File: config.mk
export PLATFORM = sky130hd
export DESIGN_NAME = sample_select_v_flat
export DESIGN_NICKNAME = d
export VERILOG_FILES = /design/src/rtl/sample_select_v_if.sv /design/src/rtl/sample_select_v.sv /design/src/flat_wrapper.sv
export SDC_FILE = /design/constraint.sdc
export NUM_CORES = 1
export LEC_CHECK = 0
export BUFFER_PORTS_ARGS = -buffer_cell sky130_fd_sc_hd__buf_4
export CORE_MARGIN = 2
export CORE_UTILIZATION = 45
export DETAILED_ROUTE_END_ITERATION = 8
export PLACE_DENSITY = 0.83
export RECOVER_POWER = 50
export SLEW_MARGIN = 20
export SYNTH_ARGS = -nofsm -noshare
export SYNTH_HDL_FRONTEND = slang
export SYNTH_SLANG_ARGS = --single-unit
File: constraint.sdc
create_clock -name clk -period 2.8 [get_ports clk]
set_clock_uncertainty 0.1 [all_clocks]
set_input_delay 0.28 -clock clk [delete_from_list [all_inputs] [get_ports clk]]
set_output_delay 0.28 -clock clk [all_outputs]
set_load 0.02 [all_outputs]
File: src/rtl/sample_select_v_if.sv
// Handshake/data bundle between a residual producer and the digit selector.
interface sample_select_v_if #(
   parameter int W           = 9,
   parameter int SAMPLE_BITS = 3,
   parameter int CW          = 3
);
   logic                   start;
   logic                   in_valid;
   logic [W-1:0]           positive_vec;
   logic [W-1:0]           negative_vec;
   logic [SAMPLE_BITS-1:0] sample_out;
   logic                   digit_pos;
   logic                   digit_neg;
   logic                   out_valid;
   logic                   busy;
   logic                   done;
   logic [CW-1:0]          iter_cnt;

   modport master (
      output start, in_valid, positive_vec, negative_vec,
      input  sample_out, digit_pos, digit_neg, out_valid, busy, done, iter_cnt
   );

   modport slave (
      input  start, in_valid, positive_vec, negative_vec,
      output sample_out, digit_pos, digit_neg, out_valid, busy, done, iter_cnt
   );
endinterface

File: src/rtl/sample_select_v.sv
// Online-arithmetic digit selector: samples the residual MSBs and picks a
// signed digit {-1,0,+1} per accepted beat, over a sequence of N digits.
//
// state | meaning
// IDLE  | waiting for start; in_valid ignored
// RUN   | accepting up to N residual beats
// DRAIN | last beat sits in the input stage (REG_IN=1 only); no new input
module sample_select_v #(
   parameter int NUM_BITS      = 4,
   parameter int ON_LINE_DELAY = 3,
   parameter int SAMPLE_BITS   = 3,
   parameter int REG_IN        = 0
) (
   input logic             clk,
   input logic             rst,
   sample_select_v_if.slave bus
);
   localparam int W  = NUM_BITS + ON_LINE_DELAY + 2;
   localparam int N  = NUM_BITS + ON_LINE_DELAY;
   localparam int CW = $clog2(N + 1);

   localparam int T_INT = 2 ** (SAMPLE_BITS - 3);
   localparam logic signed [SAMPLE_BITS-1:0] T_POS = SAMPLE_BITS'(T_INT);
   localparam logic signed [SAMPLE_BITS-1:0] T_NEG = SAMPLE_BITS'(-T_INT);

   typedef enum logic [1:0] {IDLE, RUN, DRAIN} state_t;

   state_t                  state;
   state_t                  state_nxt;
   logic                    accept;
   logic [CW-1:0]           in_cnt;
   logic [W-1:0]            v_in;
   logic                    pipe_valid;
   logic [W-1:0]            pipe_v;
   logic signed [SAMPLE_BITS-1:0] s_pipe;

   logic [SAMPLE_BITS-1:0]  sample_r;
   logic                    digit_pos_r;
   logic                    digit_neg_r;
   logic                    out_valid_r;
   logic                    done_r;
   logic [CW-1:0]           iter_cnt_r;

   assign v_in = bus.positive_vec - bus.negative_vec;

   always_ff @(posedge clk or posedge rst) begin
      if (rst) state <= IDLE;
      else     state <= state_nxt;
   end

   always_comb begin
      state_nxt = state;
      accept    = 1'b0;
      case (state)
         IDLE: begin
            if (bus.start) state_nxt = RUN;
         end
         RUN: begin
            accept = bus.in_valid && !bus.start && (in_cnt < CW'(N));
            if (bus.start)
               state_nxt = RUN;
            else if (done_r)
               state_nxt = IDLE;
            else if ((REG_IN != 0) && accept && (in_cnt == CW'(N - 1)))
               state_nxt = DRAIN;
         end
         DRAIN: begin
            if (bus.start)   state_nxt = RUN;
            else if (done_r) state_nxt = IDLE;
         end
         default: state_nxt = IDLE;
      endcase
   end

   always_ff @(posedge clk or posedge rst) begin
      if (rst)            in_cnt <= '0;
      else if (bus.start) in_cnt <= '0;
      else if (accept)    in_cnt <= in_cnt + 1'b1;
   end

   generate
      if (REG_IN != 0) begin : g_reg_in
         logic          stage_valid;
         logic [W-1:0]  stage_v;

         // start flushes the stage so an in-flight beat never reaches the output
         always_ff @(posedge clk or posedge rst) begin
            if (rst) begin
               stage_valid <= 1'b0;
               stage_v     <= '0;
            end else if (bus.start) begin
               stage_valid <= 1'b0;
               stage_v     <= '0;
            end else begin
               stage_valid <= accept;
               if (accept) stage_v <= v_in;
            end
         end

         assign pipe_valid = stage_valid;
         assign pipe_v     = stage_v;
      end else begin : g_no_reg
         assign pipe_valid = accept;
         assign pipe_v     = v_in;
      end
   endgenerate

   assign s_pipe = pipe_v[W-1 -: SAMPLE_BITS];

   always_ff @(posedge clk or posedge rst) begin
      if (rst) begin
         sample_r    <= '0;
         digit_pos_r <= 1'b0;
         digit_neg_r <= 1'b0;
         out_valid_r <= 1'b0;
         done_r      <= 1'b0;
         iter_cnt_r  <= '0;
      end else if (bus.start) begin
         out_valid_r <= 1'b0;
         done_r      <= 1'b0;
         iter_cnt_r  <= '0;
      end else if (pipe_valid) begin
         sample_r    <= s_pipe;
         digit_pos_r <= (s_pipe >= T_POS);
         digit_neg_r <= (s_pipe < T_NEG);
         out_valid_r <= 1'b1;
         done_r      <= (iter_cnt_r == CW'(N - 1));
         if (iter_cnt_r != CW'(N)) iter_cnt_r <= iter_cnt_r + 1'b1;
      end else begin
         out_valid_r <= 1'b0;
         done_r      <= 1'b0;
      end
   end

   assign bus.sample_out = sample_r;
   assign bus.digit_pos  = digit_pos_r;
   assign bus.digit_neg  = digit_neg_r;
   assign bus.out_valid  = out_valid_r;
   assign bus.done       = done_r;
   assign bus.iter_cnt   = iter_cnt_r;
   assign bus.busy       = (state != IDLE);
endmodule

File: src/flat_wrapper.sv
// flat-port wrapper written by rule: the top's interface ports become plain ports
module sample_select_v_flat 
#(
   parameter int NUM_BITS      = 4,
   parameter int ON_LINE_DELAY = 3,
   parameter int SAMPLE_BITS   = 3,
   parameter int REG_IN        = 0
)
  (clk, rst, bus_start, bus_in_valid, bus_positive_vec, bus_negative_vec, bus_sample_out, bus_digit_pos, bus_digit_neg, bus_out_valid, bus_busy, bus_done, bus_iter_cnt);
  sample_select_v_if #(.SAMPLE_BITS(SAMPLE_BITS)) bus_i ();
  input logic clk;
  input logic rst;
  input wire logic [$bits(bus_i.start)-1:0] bus_start;
  input wire logic [$bits(bus_i.in_valid)-1:0] bus_in_valid;
  input wire logic [$bits(bus_i.positive_vec)-1:0] bus_positive_vec;
  input wire logic [$bits(bus_i.negative_vec)-1:0] bus_negative_vec;
  output wire logic [$bits(bus_i.sample_out)-1:0] bus_sample_out;
  output wire logic [$bits(bus_i.digit_pos)-1:0] bus_digit_pos;
  output wire logic [$bits(bus_i.digit_neg)-1:0] bus_digit_neg;
  output wire logic [$bits(bus_i.out_valid)-1:0] bus_out_valid;
  output wire logic [$bits(bus_i.busy)-1:0] bus_busy;
  output wire logic [$bits(bus_i.done)-1:0] bus_done;
  output wire logic [$bits(bus_i.iter_cnt)-1:0] bus_iter_cnt;
  assign bus_i.start = bus_start;
  assign bus_i.in_valid = bus_in_valid;
  assign bus_i.positive_vec = bus_positive_vec;
  assign bus_i.negative_vec = bus_negative_vec;
  assign bus_sample_out = bus_i.sample_out;
  assign bus_digit_pos = bus_i.digit_pos;
  assign bus_digit_neg = bus_i.digit_neg;
  assign bus_out_valid = bus_i.out_valid;
  assign bus_busy = bus_i.busy;
  assign bus_done = bus_i.done;
  assign bus_iter_cnt = bus_i.iter_cnt;
  sample_select_v #(.NUM_BITS(NUM_BITS), .ON_LINE_DELAY(ON_LINE_DELAY), .SAMPLE_BITS(SAMPLE_BITS), .REG_IN(REG_IN)) u_core (.clk(clk), .rst(rst), .bus(bus_i));
endmodule
==> results of run 1 <==
-- placed cells by master (no fill, tap or decap), types with 2 or more instances in the layout --
cell type / instances
ha_1: 11
nor3_1: 3
clkbuf_4: 4
inv_1: 13
clkbuf_1: 4
a21o_1: 4
nand2_1: 13
a21oi_1: 6
dfrtp_1: 14
buf_4: 27
xor2_1: 2
nand3_1: 4
xnor2_1: 2
o21ai_0: 5
nor2_1: 7
-- sequential cells by signal (all words and copies together), names as in the netlist --
name                   cells
u_core.bus.digit_neg       1
u_core.bus.digit_pos       1
u_core.bus.done            1
u_core.bus.iter_cnt        3
u_core.bus.out_valid       1
u_core.bus.sample_out      3
u_core.in_cnt              3
u_core.state               1
-- worst paths after layout --
path	startpoint	to	slack, ps	cells past startpoint
max	bus_negative_vec[5]	u_core.bus.digit_neg$_DFFE_PP0P_	910	9
min	bus_start	u_core.bus.iter_cnt[2]$_DFFE_PP0P_	120	2
max reg2reg	u_core.state[0]$_DFFE_PP0P_	u_core.in_cnt[2]$_DFFE_PP0P_	1050	6
min reg2reg	u_core.bus.sample_out[1]$_DFFE_PP0P_	u_core.bus.sample_out[1]$_DFFE_PP0P_	390	2
max in group asynchronous	rst	u_core.in_cnt[0]$_DFFE_PP0P_	1780	3
min in group asynchronous	rst	u_core.state[0]$_DFFE_PP0P_	480	3
-- critical path, stage by stage --
cell and delay, ps:
buf_4 80, inv_1 30, ha_1 330, a21o_1 230
a21o_1 210, nand2b_1 160, o21ai_0 310, nand3_1 130
a22o_1 210
-- power by group --
group	internal, mW	total [mW]	switching (mW)
clock	0.0793	0.146	0.0663
combinational	0.0785	0.169	0.0900
sequential	0.223	0.237	0.0138
-- routing by layer --
layer  up-vias  routed length, µm  part of all wire, %  GRT usage, %
li1        411                  -                    -             -
met1       371                730                   42         19.08
met2        31                832                   48         28.24
met3         5                120                  7.0         3.395
met4         0                 42                  2.4         10.00
met5         -                  0                    0             0
-- cells by family (layout without fill, tap and decap cells) --
| family | Yosys count | count (layout) | synth area share, % |
|---|---|---|---|
| AO/OA/AOI/OAI | 22 | 22 | 16.74 |
| XOR/XNOR | 4 | 4 | 3.939 |
| adder cells (fa/ha/maj) | 11 | 11 | 15.47 |
| buffers and inverters | 15 | 50 | 6.469 |
| flip-flops | 14 | 14 | 39.38 |
| AND/OR/NAND/NOR | 34 | 34 | 18.01 |
-- timing repair --
action,4_1_cts,5_1_grt
hold buffers,1,0
hold endpoints to repair,14,0
buffers inserted,0,0
-- stage by stage --
| step | setup WS, ps | instances | power [mW] | cell area (µm²) |
|---|---|---|---|---|
| floorplan | 876.5 | 100 | 0.3455 | 889.6 |
| global placement | 736.8 | 157 | 0.4099 | 1155 |
| detailed placement | 621.9 | 157 | 0.4165 | 1155 |
| CTS | 929.3 | 162 | 0.5623 | 1201 |
| global route | 853.6 | 162 | 0.5892 | 1186 |
| finish | 910.0 | 162 | 0.5513 | 1186 |
-- layout make-up --
| type | instances | area (µm²) |
|---|---|---|
| Clock buffer | 4 | 36.28 |
| Fill cell | 194 | 735.7 |
| Inverter | 13 | 48.80 |
| Multi-Input combinational cell | 71 | 481.7 |
| Sequential cell | 14 | 350.3 |
| Tap cell | 27 | 33.78 |
| Timing Repair Buffer | 33 | 235.2 |
==> impl_summary.log, run 1 <==
INFO  metric worst_hold_slack = 115.2 ps
INFO  metric groute.usage.overall = 16.53%
INFO  metric synth.avg_cell_area = 8.896 µm²
INFO  metric drt_drc = 0
INFO  metric netlist.area_leader.share = 39.38%
INFO  metric cts_buffers = 3
INFO  metric detail_route.iter0.violations = 2
INFO  metric floorplan.die.width = 48.46 µm
INFO  metric yosys.area.top_type = dfrtp_1
INFO  metric synth_commonest_cells = dfrtp_1, inv_1, nand2_1
INFO  metric synth-warning-count = 0
INFO  metric criticalPathCategory = in2reg
INFO  metric max_freq = 529.1 MHz
INFO  metric grt_antenna_before_repair = 0
INFO  metric synth.area.top_cells = dfrtp_1, ha_1, inv_1, nand2_1, a21oi_1
INFO  metric io_buffers = 32
INFO  metric post_cts_repair_resize_count = 0
INFO  metric layout.nets = 169
INFO  metric setup-violations-final = 0
INFO  metric layout-drive-gt1-share = 25.93%
INFO  metric maxSlewViolCount = 0
INFO  metric worstSkewPairLatency = 280 ps
INFO  metric yosys.cell_count.top_type = dfrtp_1
INFO  metric outcome = completed
INFO  metric detail-route-antenna-nets = 0
INFO  metric synth-edff-count = 0
INFO  metric postRouteWirelength = 1.725 mm
INFO  metric pin_count_of_the_biggest_net_entering_global_routing = 15
INFO  metric hp-class = in2reg
INFO  metric final-hold-violation-count = 0
INFO  metric fp.dieH = 48.46 µm
INFO  metric row_count = 16
INFO  metric worst_ep_required_time = 2880 ps
INFO  metric syn-cell-area = 889.6 µm²
INFO  metric max_slew.worst_pin.slew = 539.9 ps
INFO  metric grt_overflow = 0
INFO  metric post-dp-hpwl = 1.416 mm
INFO  metric antenna_cells = 0
INFO  metric clk_transition_reported_paths = 80 ps
INFO  metric gp_routability_congestion = 0.7123
INFO  metric max-cap-violations = 0
INFO  metric async_reset_ff_share = 100.0%
INFO  metric ys_types = 28
INFO  metric floorplan.initialDensity = 46.29%
INFO  metric core = 1922 µm²
INFO  metric cts_tree = done
INFO  metric clock_tree.root_cell = clkbuf_4
INFO  metric fin_crit = 1890 ps
INFO  metric flow.area_growth_from_synthesis = 33.33%
INFO  metric start_kind = input port
INFO  metric total_leakage_power = 0.6344 nW
INFO  metric num_clock_sinks = 14
INFO  metric finalSetupTns = 0 ps
INFO  metric detailedRoute.firstPassIterationCount = 2
INFO  metric cts-root-to-sink-buffers = 2
INFO  metric route.vias.total = 818
INFO  metric total_i_o_pin_count = 33
INFO  metric critical_path_peak_fanout = 4
INFO  metric synth-seq-area-share = 39.38%
INFO  metric die_area = 2348 µm²
INFO  metric cts-htree-levels = 1
INFO  metric irDropWorstVdd = 0.2130 mV
INFO  metric powerDensity = 464.8 nW/µm²
INFO  metric net_count_after_synthesis = 133
INFO  metric layout_worst_path_cycle_share = 67.50%
INFO  metric rsz0062_at_grt = false
INFO  metric via_count_of_the_first_global_routing_pass = 777
INFO  metric viasPerCell = 5.049
INFO  metric syn-instance-count = 100
INFO  metric data_arrival_time_of_the_critical_path = 1970 ps
INFO  metric layout.core_utilization = 61.72%
INFO  metric slew_headroom = 64.01%
INFO  metric synth_seq_cells = 14
INFO  metric grt_first_pass_wirelength = 3.029 mm
INFO  metric ys_dominant_reg_cell = dfrtp_1
INFO  metric wire_per_inst = 10.65 µm
INFO  metric endpoint_kind = flop
No activity file was read; power rests on OpenSTA's default activity.
==> run 2, diff against run 1 <==
--- a/config.mk
+++ b/config.mk
@@ -7,7 +7,7 @@
 export LEC_CHECK = 0
 export BUFFER_PORTS_ARGS = -buffer_cell sky130_fd_sc_hd__buf_4
 export CORE_MARGIN = 2
-export CORE_UTILIZATION = 45
+export CORE_UTILIZATION = 43
 export DETAILED_ROUTE_END_ITERATION = 8
 export PLACE_DENSITY = 0.83
 export RECOVER_POWER = 50
==> constraint.sdc (replaced) <==
create_clock -name clk -period 1.7 [get_ports clk]
set_clock_uncertainty 0.1 [all_clocks]
set_input_delay 0.17 -clock clk [delete_from_list [all_inputs] [get_ports clk]]
set_output_delay 0.17 -clock clk [all_outputs]
set_load 0.02 [all_outputs]
==> run 2 against run 1 <==
Hold slack got worse by 100 ps. Non-clock buffer count increased by 5. Sequential power increased by 65%. Worst setup slack got worse by 790 ps. Critical path type unchanged. Sequential share of layout area decreased by 1.3 points.
==> impl_summary.log, run 2 (synthesis gave the netlist of run 1 again) <==
INFO  metric fin_crit = 1578 ps
INFO  metric cts_tree = done
INFO  metric critPathTopFamily = simple AND/OR/NAND/NOR gates
INFO  metric detailedRoute.firstPassIterationCount = 3
INFO  metric placement.setup.worst_slack = -214.9 ps
INFO  metric worst-path-buf-inv = 2
INFO  metric layout-drive-gt1-share = 31.65%
INFO  metric slew_headroom = 65.64%
INFO  metric clock_tree.root_cell = clkbuf_4
INFO  metric floorplan.initialDensity = 45.34%
INFO  metric timing.critical_path.mode_cell = o21ai_1
INFO  metric total_leakage_power = 0.6537 nW
INFO  metric endpoint_kind = flop
INFO  metric io_buffers = 32
INFO  metric groute.usage.overall = 16.96%
INFO  metric postRouteWirelength = 1.767 mm
INFO  metric setup-violations-final = 0
INFO  metric total_i_o_pin_count = 33
INFO  metric cts-htree-levels = 1
INFO  metric drt_drc = 0
INFO  metric criticalPathCategory = in2reg
INFO  metric wire_per_inst = 10.64 µm
INFO  metric floorplan.die.width = 49.49 µm
INFO  metric critical_path.slowest_cell = or3_4
INFO  metric die_area = 2449 µm²
INFO  metric hp-class = in2reg
INFO  metric cts-root-to-sink-buffers = 2
INFO  metric start_kind = input port
INFO  metric layout_common_cells = buf_4, dfrtp_1, nand2_1, inv_1, ha_1
INFO  metric irDropWorstVdd = 0.2915 mV
INFO  metric viasPerCell = 5.060
INFO  metric rsz0062_at_grt = false
INFO  metric dr_wl_met3 = 139 µm
INFO  metric filler_cell_count = 200
INFO  metric outcome = completed
INFO  metric flow.area_growth_from_synthesis = 39.66%
INFO  metric num_clock_sinks = 14
INFO  metric clk_transition_reported_paths = 80 ps
INFO  metric core = 1962 µm²
INFO  metric layout.nets = 174
INFO  metric route.vias.total = 840
INFO  metric detail-route-antenna-nets = 0
INFO  metric final.setup.worst_slack = 122.1 ps
INFO  metric max_freq = 633.8 MHz
INFO  metric met1_length = 682 µm
INFO  metric post-dp-hpwl = 1.501 mm
INFO  metric total_power = 881.0 µW
INFO  metric worstSkewPairLatency = 280 ps
INFO  metric grt_antenna_before_repair = 0
INFO  metric layout_worst_path_cycle_share = 92.82%
INFO  metric maxSlewViolCount = 0
INFO  metric max-cap-violations = 0
INFO  metric fp.dieH = 49.49 µm
INFO  metric max_slew.worst_pin.slew = 514.8 ps
INFO  metric data_arrival_time_of_the_critical_path = 1650 ps
INFO  metric grt_first_pass_wirelength = 3.270 mm
INFO  metric routed.top_layer = met4
INFO  metric via_count_of_the_first_global_routing_pass = 866
INFO  metric final_common_cell = buf_4
INFO  metric critical_path.max_stage_delay = 380 ps
INFO  metric critical_path_peak_fanout = 3
INFO  metric detailroute.wirelength.met2 = 905 µm
INFO  metric worst_ep_required_time = 1770 ps
INFO  metric powerDensity = 709.1 nW/µm²
INFO  metric finalSetupTns = 0 ps
INFO  metric antenna_cells = 0
INFO  metric grt_overflow = 0
INFO  metric row_count = 16
INFO  metric crit_chain = buf_4 > inv_1 > ha_1 > a21oi_1 > o21ai_1 > nor3b_2 > or3_4 > a21oi_2 > o21ai_1
INFO  metric cts_buffers = 3
INFO  metric final-hold-violation-count = 0
INFO  metric pin_count_of_the_biggest_net_entering_global_routing = 15
INFO  metric detail_route.iter0.violations = 3
INFO  metric gp_routability_congestion = 0.7338
-- run 2: stage by stage --
step | cells | cell area [µm²] | hold WS (ps) | util, %
after floorplan | 100 | 917.1 | -40.78 | -
after global placement | 162 | 1220 | 136.6 | 62.18
after detailed placement | 162 | 1220 | 145.5 | 62.18
after CTS | 166 | 1252 | 9.647 | 63.84
after global routing | 166 | 1242 | 7.104 | 63.33
final | 166 | 1242 | 10.69 | 63.33
-- run 2: power by group --
group | internal (mW) | total [mW] | switching (mW) | leakage [nW]
registers | 0.368 | 0.392 | 0.0238 | 0.179
logic | 0.148 | 0.304 | 0.157 | 0.461
clock network | 0.0823 | 0.185 | 0.103 | 0.0138
total | 0.598 | 0.881 | 0.283 | 0.654
-- run 2: worst register-to-register path, cell delays in order, from the launching register on --
cell	delay [ps]
dfrtp_1	390
nand2_1	90
a311o_1	420
inv_1	160
nand2_1	80
xor2_1	140
nor2_1	100
-- run 2: worst paths after layout --
path | start | endpoint | slack, ps | cells past startpoint
setup / recovery | bus_negative_vec[2] | u_core.bus.digit_pos$_DFFE_PP0P_ | 120 | 9
hold / removal | bus_start | u_core.bus.iter_cnt[1]$_DFFE_PP0P_ | 10 | 2
setup reg to reg | u_core.state[0]$_DFFE_PP0P_ | u_core.in_cnt[2]$_DFFE_PP0P_ | 140 | 6
hold reg to reg | u_core.bus.sample_out[0]$_DFFE_PP0P_ | u_core.bus.sample_out[0]$_DFFE_PP0P_ | 390 | 2
max in group asynchronous | rst | u_core.in_cnt[0]$_DFFE_PP0P_ | 790 | 3
min in group asynchronous | rst | u_core.bus.out_valid$_DFF_PP0_ | 370 | 3
-- run 2: final cells by class --
type | instances | area [µm²] | area share [%]
multi-input combinational | 71 | 514.2 | 41.39
timing repair buffer | 38 | 272.8 | 21.95
inverter | 13 | 48.80 | 3.927
sequential | 14 | 350.3 | 28.20
tap | 27 | 33.78 | 2.719
clock buffer | 3 | 22.52 | 1.813
-- run 2: what timing repair did --
action	in CTS	in global routing
resized for setup	0	2
hold buffers	1	0
setup buffers	0	0
endpoints found under the hold margin	14	0
setup endpoints to repair	0	3
-- run 2: routing by layer --
metal / global-route usage (%) / vias to the layer above
met5: 0 / -
met4: 9.259 / 0
met1: 17.73 / 385
li1: - / 418
met3: 3.030 / 5
met2: 31.76 / 32
